## src/rtl/bip_control.sv

```systemverilog
// rtl/bip_control.sv - fetch/execute control unit for the BIP accumulator machine
// Sequences IDLE/FETCH/EXEC/HALT and decodes the 5-bit opcode into datapath strobes.
module bip_control #(
  parameter logic [10:0] RESET_PC = 11'd0
) (
  input  logic        clk,
  input  logic        reset,
  input  logic        start,
  output logic [10:0] prog_addr,
  input  logic [15:0] prog_data,
  output logic [10:0] operand,
  output logic [1:0]  sel_a,
  output logic        sel_b,
  output logic        op,
  output logic        wr_acc,
  output logic        wr_ram,
  output logic        rd_ram,
  output logic        halted,
  output logic        bad_op,
  output logic [15:0] instr_count
);

  localparam logic [4:0] OP_HLT  = 5'b00000;
  localparam logic [4:0] OP_STO  = 5'b00001;
  localparam logic [4:0] OP_LD   = 5'b00010;
  localparam logic [4:0] OP_LDI  = 5'b00011;
  localparam logic [4:0] OP_ADD  = 5'b00100;
  localparam logic [4:0] OP_ADDI = 5'b00101;
  localparam logic [4:0] OP_SUB  = 5'b00110;
  localparam logic [4:0] OP_SUBI = 5'b00111;

  typedef enum logic [1:0] {
    IDLE  = 2'd0,
    FETCH = 2'd1,
    EXEC  = 2'd2,
    HALT  = 2'd3
  } state_t;

  state_t     state;
  logic [4:0] opcode;
  logic       in_exec;
  logic       is_hlt;
  logic       is_undef;

  assign opcode   = prog_data[15:11];
  assign in_exec  = (state == EXEC);
  assign is_hlt   = (opcode == OP_HLT);
  assign is_undef = (opcode[4:3] != 2'b00);

  // Strobes follow the instruction word directly so they land in the EXEC cycle itself.
  always_comb begin
    operand = 11'd0;
    sel_a   = 2'b00;
    sel_b   = 1'b0;
    op      = 1'b0;
    wr_acc  = 1'b0;
    wr_ram  = 1'b0;
    rd_ram  = 1'b0;
    if (in_exec) begin
      operand = prog_data[10:0];
      case (opcode)
        OP_STO: wr_ram = 1'b1;
        OP_LD: begin
          sel_a  = 2'b00;
          wr_acc = 1'b1;
          rd_ram = 1'b1;
        end
        OP_LDI: begin
          sel_a  = 2'b01;
          wr_acc = 1'b1;
        end
        OP_ADD: begin
          sel_a  = 2'b10;
          wr_acc = 1'b1;
          rd_ram = 1'b1;
        end
        OP_ADDI: begin
          sel_a  = 2'b10;
          sel_b  = 1'b1;
          wr_acc = 1'b1;
        end
        OP_SUB: begin
          sel_a  = 2'b10;
          op     = 1'b1;
          wr_acc = 1'b1;
          rd_ram = 1'b1;
        end
        OP_SUBI: begin
          sel_a  = 2'b10;
          sel_b  = 1'b1;
          op     = 1'b1;
          wr_acc = 1'b1;
        end
        default: ;
      endcase
    end
  end

  always_ff @(posedge clk or posedge reset) begin
    if (reset) begin
      state       <= IDLE;
      prog_addr   <= RESET_PC;
      instr_count <= 16'd0;
      bad_op      <= 1'b0;
      halted      <= 1'b0;
    end else begin
      case (state)
        IDLE: begin
          if (start) state <= FETCH;
        end
        FETCH: state <= EXEC;
        EXEC: begin
          if (is_hlt) begin
            state  <= HALT;
            halted <= 1'b1;
          end else begin
            state     <= FETCH;
            prog_addr <= prog_addr + 11'd1;
            if (instr_count != 16'hFFFF) instr_count <= instr_count + 16'd1;
            if (is_undef) bad_op <= 1'b1;
          end
        end
        HALT: state <= HALT;
        default: state <= IDLE;
      endcase
    end
  end

endmodule

```

## config.mk

```make
export PLATFORM = sky130hd
export DESIGN_NAME = bip_control
export DESIGN_NICKNAME = d
export VERILOG_FILES = /design/src/rtl/bip_control.sv
export SDC_FILE = /design/constraint.sdc
export NUM_CORES = 1
export LEC_CHECK = 0
export BUFFER_PORTS_ARGS = -buffer_cell sky130_fd_sc_hd__clkbuf_2
export CORE_AREA = 2 2 60 62
export DETAILED_ROUTE_END_ITERATION = 10
export DIE_AREA = 0 0 62 64
export HOLD_SLACK_MARGIN = 0.08
export PLACE_DENSITY = 0.82
export SLEW_MARGIN = 0
export SYNTH_ARGS = -nofsm -noshare
export SYNTH_HDL_FRONTEND = slang
export SYNTH_SLANG_ARGS = --single-unit
```

## constraint.sdc

```tcl
create_clock -name clk -period 3.4 [get_ports clk]
set_input_delay 0.34 -clock clk [delete_from_list [all_inputs] [get_ports clk]]
set_output_delay 0.34 -clock clk [all_outputs]
set_load 0.01 [all_outputs]
```

==> results.md, run 1 <==
- # hold bufs at CTS: 1
- Crit path time final: roughly 2000 ps
- WP data arrival: between 1500 and 2000 ps
- Top_reg_cell synth: dfrtp_1
- Length of routed met2 wiring: ~1700 um
- Met1 wire length: approximately 1400 um
- Worst-Margin Slew: around 650 ps
- Iter 0 DRT Violations: 46
- Final setup vio count: 0
- VDD IR max: roughly 0.00032 V
- Max-cap violations: 0
- Crit-path cells: and2b_1, and3_1, and2_1, clkbuf_2
- HP Class: in -> reg
- Share of cells above drive strength 1: around 36%
- Post-Synthesis Cell Area: around 1700 um2
- Syn Nets: around 180
- Post-route antenna net violation count: 0
- DR vias/cell: approximately 5.1
- Inst Count DP: ~260
- Crit Path Class: reg -> out
- WL/cell: between 10 and 15 um
- Cts bufs inserted: 5
- Met3 WL post-DR: 246 um
- Non-filler cells, final: between 200 and 300
- Initial antenna violation count: 0
- Fin. Hold Viols: 0
- Finished layout cell area: a little over 2000 um2
- Period Utilization, post-route: between 50% and 60%
- Area grow syn2layout: 23.9%
- Synth area leaders: dfrtp_1 47%, xor2_1 12%, and2_1 5.3%
- Synth Instances: roughly 160
- Hold-critical path depth: 2
- ANT cells: 0
- Crit-path max FO: 15
- Post-synth top area share: between 40% and 50%
- Post-DP Area: roughly 2000 um2
- Most frequent cells after synthesis: 31 x dfrtp_1, 22 x xor2_1, 14 x and2_1
- Post_cts resized: 0
- First-pass GRT wire length: 5780 um
- LEAKAGE: 1.11 nW
- Slowest-stage cell, CP: and2b_1
- DP HPWL: roughly 2600 um
- Grt ovf: 0
- Gr usage total: between 10% and 20%
- Largest net degree at the start of global routing: 32
- Power density over the cells: 485 nW/um2
- Reg2reg setup slack: around 1500 ps
- Starting density of the core: about half
- Register area share after synthesis: about 47%
- Routability cong.: approximately 0.76
- Crit start category: flip-flop
- Syn_area_per_cell: approximately 11 um2
- Pins Over Slew Limit: 0
- Post-synth EDFFs: 0
- Post-Route WL: about 3400 um
- Reg2Reg Depth: 4
- Max Clk Rate: between 500 and 600 MHz
- Rel. slew slack: a little under three fifths
- Top layer in use: met4
- RSZ-0062 raised after global routing: false
- Core box area: roughly 3300 um2
- Die Width: a little over 60 um
- DRC Markers: 0
- Clock Tree Root: clkbuf_4
- IO Count: 66
- Die Height: around 64 um
- Setup Fix Bufs, Post-CTS: 0
- Latest clock arrival within the worst-skew pair: roughly 320 ps
- Post-route setup TNS: 0 ps
- Clock Skew: between 10 and 15 ps
- CTS tree: done
- Vias: 1365
- PortBufs: 65
- Row cnt: 21
- WP data required: roughly 3000 ps
- Worst-path clk slew: approximately 80 ps
- Yosys warns: 0
- Post-synthesis async set-or-reset flop share: between 90% and 100%
- Outcome: finished clean
- CTS Buffer Depth: 2
- Hold Path Sink: state[0]$_DFFE_PP0P_
- Worst path max stage delay: between 400 and 500 ps
- Largest area contributor in the netlist: dfrtp_1
- Flops & latches, synth: 31
- Final net count: 244
- Vias in the first global route: roughly 1400
- R2r endpoint: instr_count[1]$_DFFE_PP0P_
- Count leader, synth: dfrtp_1
- Hold_sp: start
- Reg-to-Reg Start: instr_count[8]$_DFFE_PP0P_
- Total number of H-tree levels: 2
- TritonCTS Sinks: 31
- Drt first pass iters: 4
- Fin Hold WS: about 240 ps
- Post-synth cell types: 32
- Crit end category: primary output
- Die area: just under 4000 um2
area by class of cell:
cell class / count / area [um2]
fillers: 299 / 1240
multi-input cells: 111 / 793
flip-flops and latches: 31 / 776
repair buffers: 67 / 343
well taps: 46 / 57.6
clock buffers: 7 / 45.0
inverters: 7 / 26.3
clock inverters: 1 / 5.00
through the flow:
step	setup slack (ps)	total power [mW]	utilization (%)
global placement	1280	0.792	60.5
finish	1440	0.992	62.3
detailed placement	1260	0.807	60.5
CTS	1400	1.01	62.3
global route	1230	1.07	62.3
floorplan	1670	0.673	-
power breakdown:
part / total (mW) / switching, mW / internal (mW)
clock network: 0.196 / 0.116 / 0.0805
registers: 0.540 / 0.0965 / 0.444
logic: 0.256 / 0.137 / 0.120
total: 0.992 / 0.349 / 0.644
kinds of logic after synthesis:
kind of cell	synth area share [%]
compound gates	10.0
xor+xnor	13.3
flops	47.0
fa+ha+maj	1.51
mux	1.36
simple gates	21.9
buf+inv	5.00
state kept, by name, summed over array words and instances, names as in the netlist:
register,cells
bad_op,1
halted,1
prog_addr,11
instr_count,16
state,2
routing by layer:
layer,GRT usage [%],up-vias
met4,4.79,0
met2,33.1,51
met3,5.87,2
met5,0,-
met1,22.1,645
li1,-,667
critical path: cells and delay by family, from the launching register on:
| kind | cells | cell delay [ps] |
|---|---|---|
| AND/OR/NAND/NOR | 3 | 810 |
| flip-flops | 1 | 390 |
| buffers and inverters | 1 | 120 |
how the worst max path moves through the flow:
| stage | startpoint | endpoint | slack, ps | cells past startpoint |
|---|---|---|---|---|
| after floorplan | prog_data[12] | prog_addr[1]$_DFFE_PP0P_ | 1670 | 4 |
| after global placement | prog_data[12] | instr_count[1]$_DFFE_PP0P_ | 1280 | 5 |
| after detailed placement | prog_data[12] | instr_count[1]$_DFFE_PP0P_ | 1260 | 5 |
| after CTS | state[0]$_DFFE_PP0P_ | op | 1400 | 4 |
| after global routing | state[0]$_DFFE_PP0P_ | sel_b | 1230 | 4 |
| final | state[0]$_DFFE_PP0P_ | op | 1440 | 4 |
placed cells by master, fill, tap and decap left out, types with 2 or more instances in the layout:
cell type and n:
a2111oi_2 4, a211oi_1 6, a21o_1 2, and2_1 14, and3_1 6, and4_1 2
clkbuf_1 2, clkbuf_2 65, clkbuf_4 5, dfrtp_1 31, ha_1 2, inv_1 7
mux2_2 2, nand2_1 12, nand3_1 7, nand4_1 2, nor2_1 8, nor3_1 4
nor4_1 4, xnor2_1 3, xor2_1 22
No activity file was read; power rests on OpenSTA's default activity.
==> inputs of run 2 (changes only) <==
- CORE_AREA: 2 2 60 62 -> 2 2 65 67
- DIE_AREA: 0 0 62 64 -> 0 0 67 69
- PLACE_DENSITY: 0.82 -> 0.74
- clock period: 3.4 -> 1.65 ns (I/O delays scaled with it)
==> run 2 against run 1 <==
Global-route usage is 2.7 points lower. Total power rose by 150%. Worst setup slack lost 1400 ps. Sequential cell count unchanged. Sequential power up 96%. Final cell count is 12% higher. Core utilization grew 0.92 points. Register-to-register slack got worse by 1400 ps. Routed wire length increased by 16%. Worst hold slack got worse by 140 ps. Critical endpoint is now sel_b. Largest cell class unchanged. Largest power group unchanged. Highest routed layer unchanged.
==> results.md, run 2 (synthesized netlist as in run 1, its figures left out) <==
- Outcome: finished clean
- Crit Path Class: reg -> out
- Final net count: 272
- Cts bufs inserted: 5
- Latest clock arrival within the worst-skew pair: 280 ps
- First-pass GRT wire length: 5780 um
- Inst Count DP: between 200 and 300
- Commonest non-fill, non-tap cell in the layout: clkbuf_2
- Commonest cells after routing, fill and taps aside: 62 x clkbuf_2, 31 x dfrtp_1, 26 x buf_4
- DRC Markers: 0
- Storage cell area: roughly 780 um2
- Slowest-stage cell, CP: dfrtp_1
- Worst path max stage delay: about 420 ps
- Worst-Margin Slew: 392 ps
- Initial antenna violation count: 0
- Post-route setup TNS: 0 ps
- Post-DP Area: about 2200 um2
- Tot Pwr: ~2.5 mW
- CTS tree: done
- Post-route antenna net violation count: 0
- Period Utilization, post-route: 99.9%
- VDD IR max: approximately 0.00066 V
- Crit start category: flip-flop
- Non-filler cells, final: slightly above 300
- PortBufs: 65
- Post-Route WL: 3920 um
- Iter 0 DRT Violations: 46
- Die area: 4620 um2
- Clock Tree Root: clkbuf_8
- Max Clk Rate: ~610 MHz
- Grt ovf: 0
- Reg-to-Reg Start: state[0]$_DFFE_PP0P_
- Crit path time final: 1650 ps
- Biggest register: instr_count
- Total number of H-tree levels: 2
- DP HPWL: 2830 um
- DR vias/cell: between 4 and 5
- WL/cell: 13.0 um
- Core box area: about 4000 um2
- Hold_sp: start
- Clock Skew: between 7 and 8 ps
- Share of cells above drive strength 1: roughly 50%
- Die Height: ~69 um
- Largest net degree at the start of global routing: 32
- Cell mode on critical path: buf_6
- IO Count: 66
- Crit-path max FO: 3
- Crit-path cells: and2b_2, buf_6, and3_4, and2_4, buf_6
- Area grow syn2layout: 49.8%
- Row cnt: 23
- RSZ-0062 raised after global routing: true
- Rel. slew slack: between 70% and 80%
- Final setup vio count: 0
- TritonCTS Sinks: 31
- WP data required: 1480 ps
- CTS Buffer Depth: 2
- Area of the multi-input gates: around 920 um2
- WP data arrival: ~1500 ps
- Starting density of the core: between 40% and 50%
- Power density over the cells: approximately 1000 nW/um2
- Max FFs per register: 16
- Setup crit start: state[1]$_DFFE_PP0P_
- Die Width: about 67 um
- Finished layout cell area: between 2000 and 2500 um2
- Max-cap violations: 0
- HP Class: in -> reg
- Fillers: 320
- Routability cong.: about 0.8
- Gr usage total: roughly 16%
- ANT cells: 0
- Fin. Hold Viols: 0
- LEAKAGE: around 1.3 nW
- Crit end category: primary output
- Top Registers: instr_count: 16 flops, prog_addr: 11 flops, state: 2 flops
- Worst-path clk slew: ~70 ps
- Vias in the first global route: approximately 1300
- Pins Over Slew Limit: 0
- Drt first pass iters: 4
- Vias: 1485
[run 2: cell count changes in the layout (fill, tap and decap cells not counted), moves of 3 or more]
cell       previous run  this run
a2111oi_2             4         0
a211oi_2              0         3
buf_6                 0         4
a211oi_1              6         3
clkbuf_4              5         0
clkbuf_8              0         7
buf_4                 1        26
a2111oi_4             0         4
clkbuf_2             65        62
[run 2: worst max-delay path, delay by kind of cell, from the launching register on]
family,cells,cell delay [ps]
DFF,1,420
and+or+nand+nor,3,560
buffers and inverters,2,230
[run 2: cell type report]
type	count	share of cell area, %
flip-flops and latches	31	31.4
repair buffers	95	23.7
clock inverters	1	0.303
clock buffers	7	3.89
inverters	7	1.06
multi-input cells	111	37.2
well taps	50	2.53
[run 2: timing repair]
item | CTS | global route
setup buffers | 2 | 1
endpoints found under the hold margin | 31 | 0
endpoints found under the setup margin | 2 | 17
gates resized for setup | 3 | 25
cloned | 0 | 0
pin swaps | 0 | 3
hold buffers | 1 | 0
[run 2: final timing paths]
path,to,slack [ps],depth (start not counted)
max,sel_b,2,5
max reg2reg,instr_count[12]$_DFFE_PP0P_,90,6
min,state[0]$_DFFE_PP0P_,100,2
max in group asynchronous,instr_count[15]$_DFFE_PP0P_,860,4
min reg2reg,halted$_DFFE_PP0P_,460,1
min in group asynchronous,instr_count[9]$_DFFE_PP0P_,490,4
[run 2: through the flow]
stage | util [%] | hold WS [ps] | worst slack (ps)
2_1_floorplan | - | 269 | 25.6
4_1_cts | 59.6 | 92.8 | 0.472
5_1_grt | 63.2 | 90.6 | -73.8
3_5_place_dp | 56.1 | 245 | 32.0
6_report | 63.2 | 98.9 | 2.03
3_3_place_gp | 56.1 | 243 | 52.7
[run 2: power by group]
part | switching, mW | internal (mW) | total, mW
clock network | 0.284 | 0.379 | 0.663
logic | 0.374 | 0.367 | 0.741
registers | 0.144 | 0.915 | 1.06
[run 2: metal layers]
| layer | up-vias | track usage [%] | routed length, um |
|---|---|---|---|
| met5 | - | 0 | 0 |
| met4 | 0 | 5.44 | 51 |
| met3 | 6 | 6.53 | 338 |
| met2 | 58 | 26.7 | 1890 |
| met1 | 695 | 19.1 | 1640 |
| li1 | 726 | - | - |
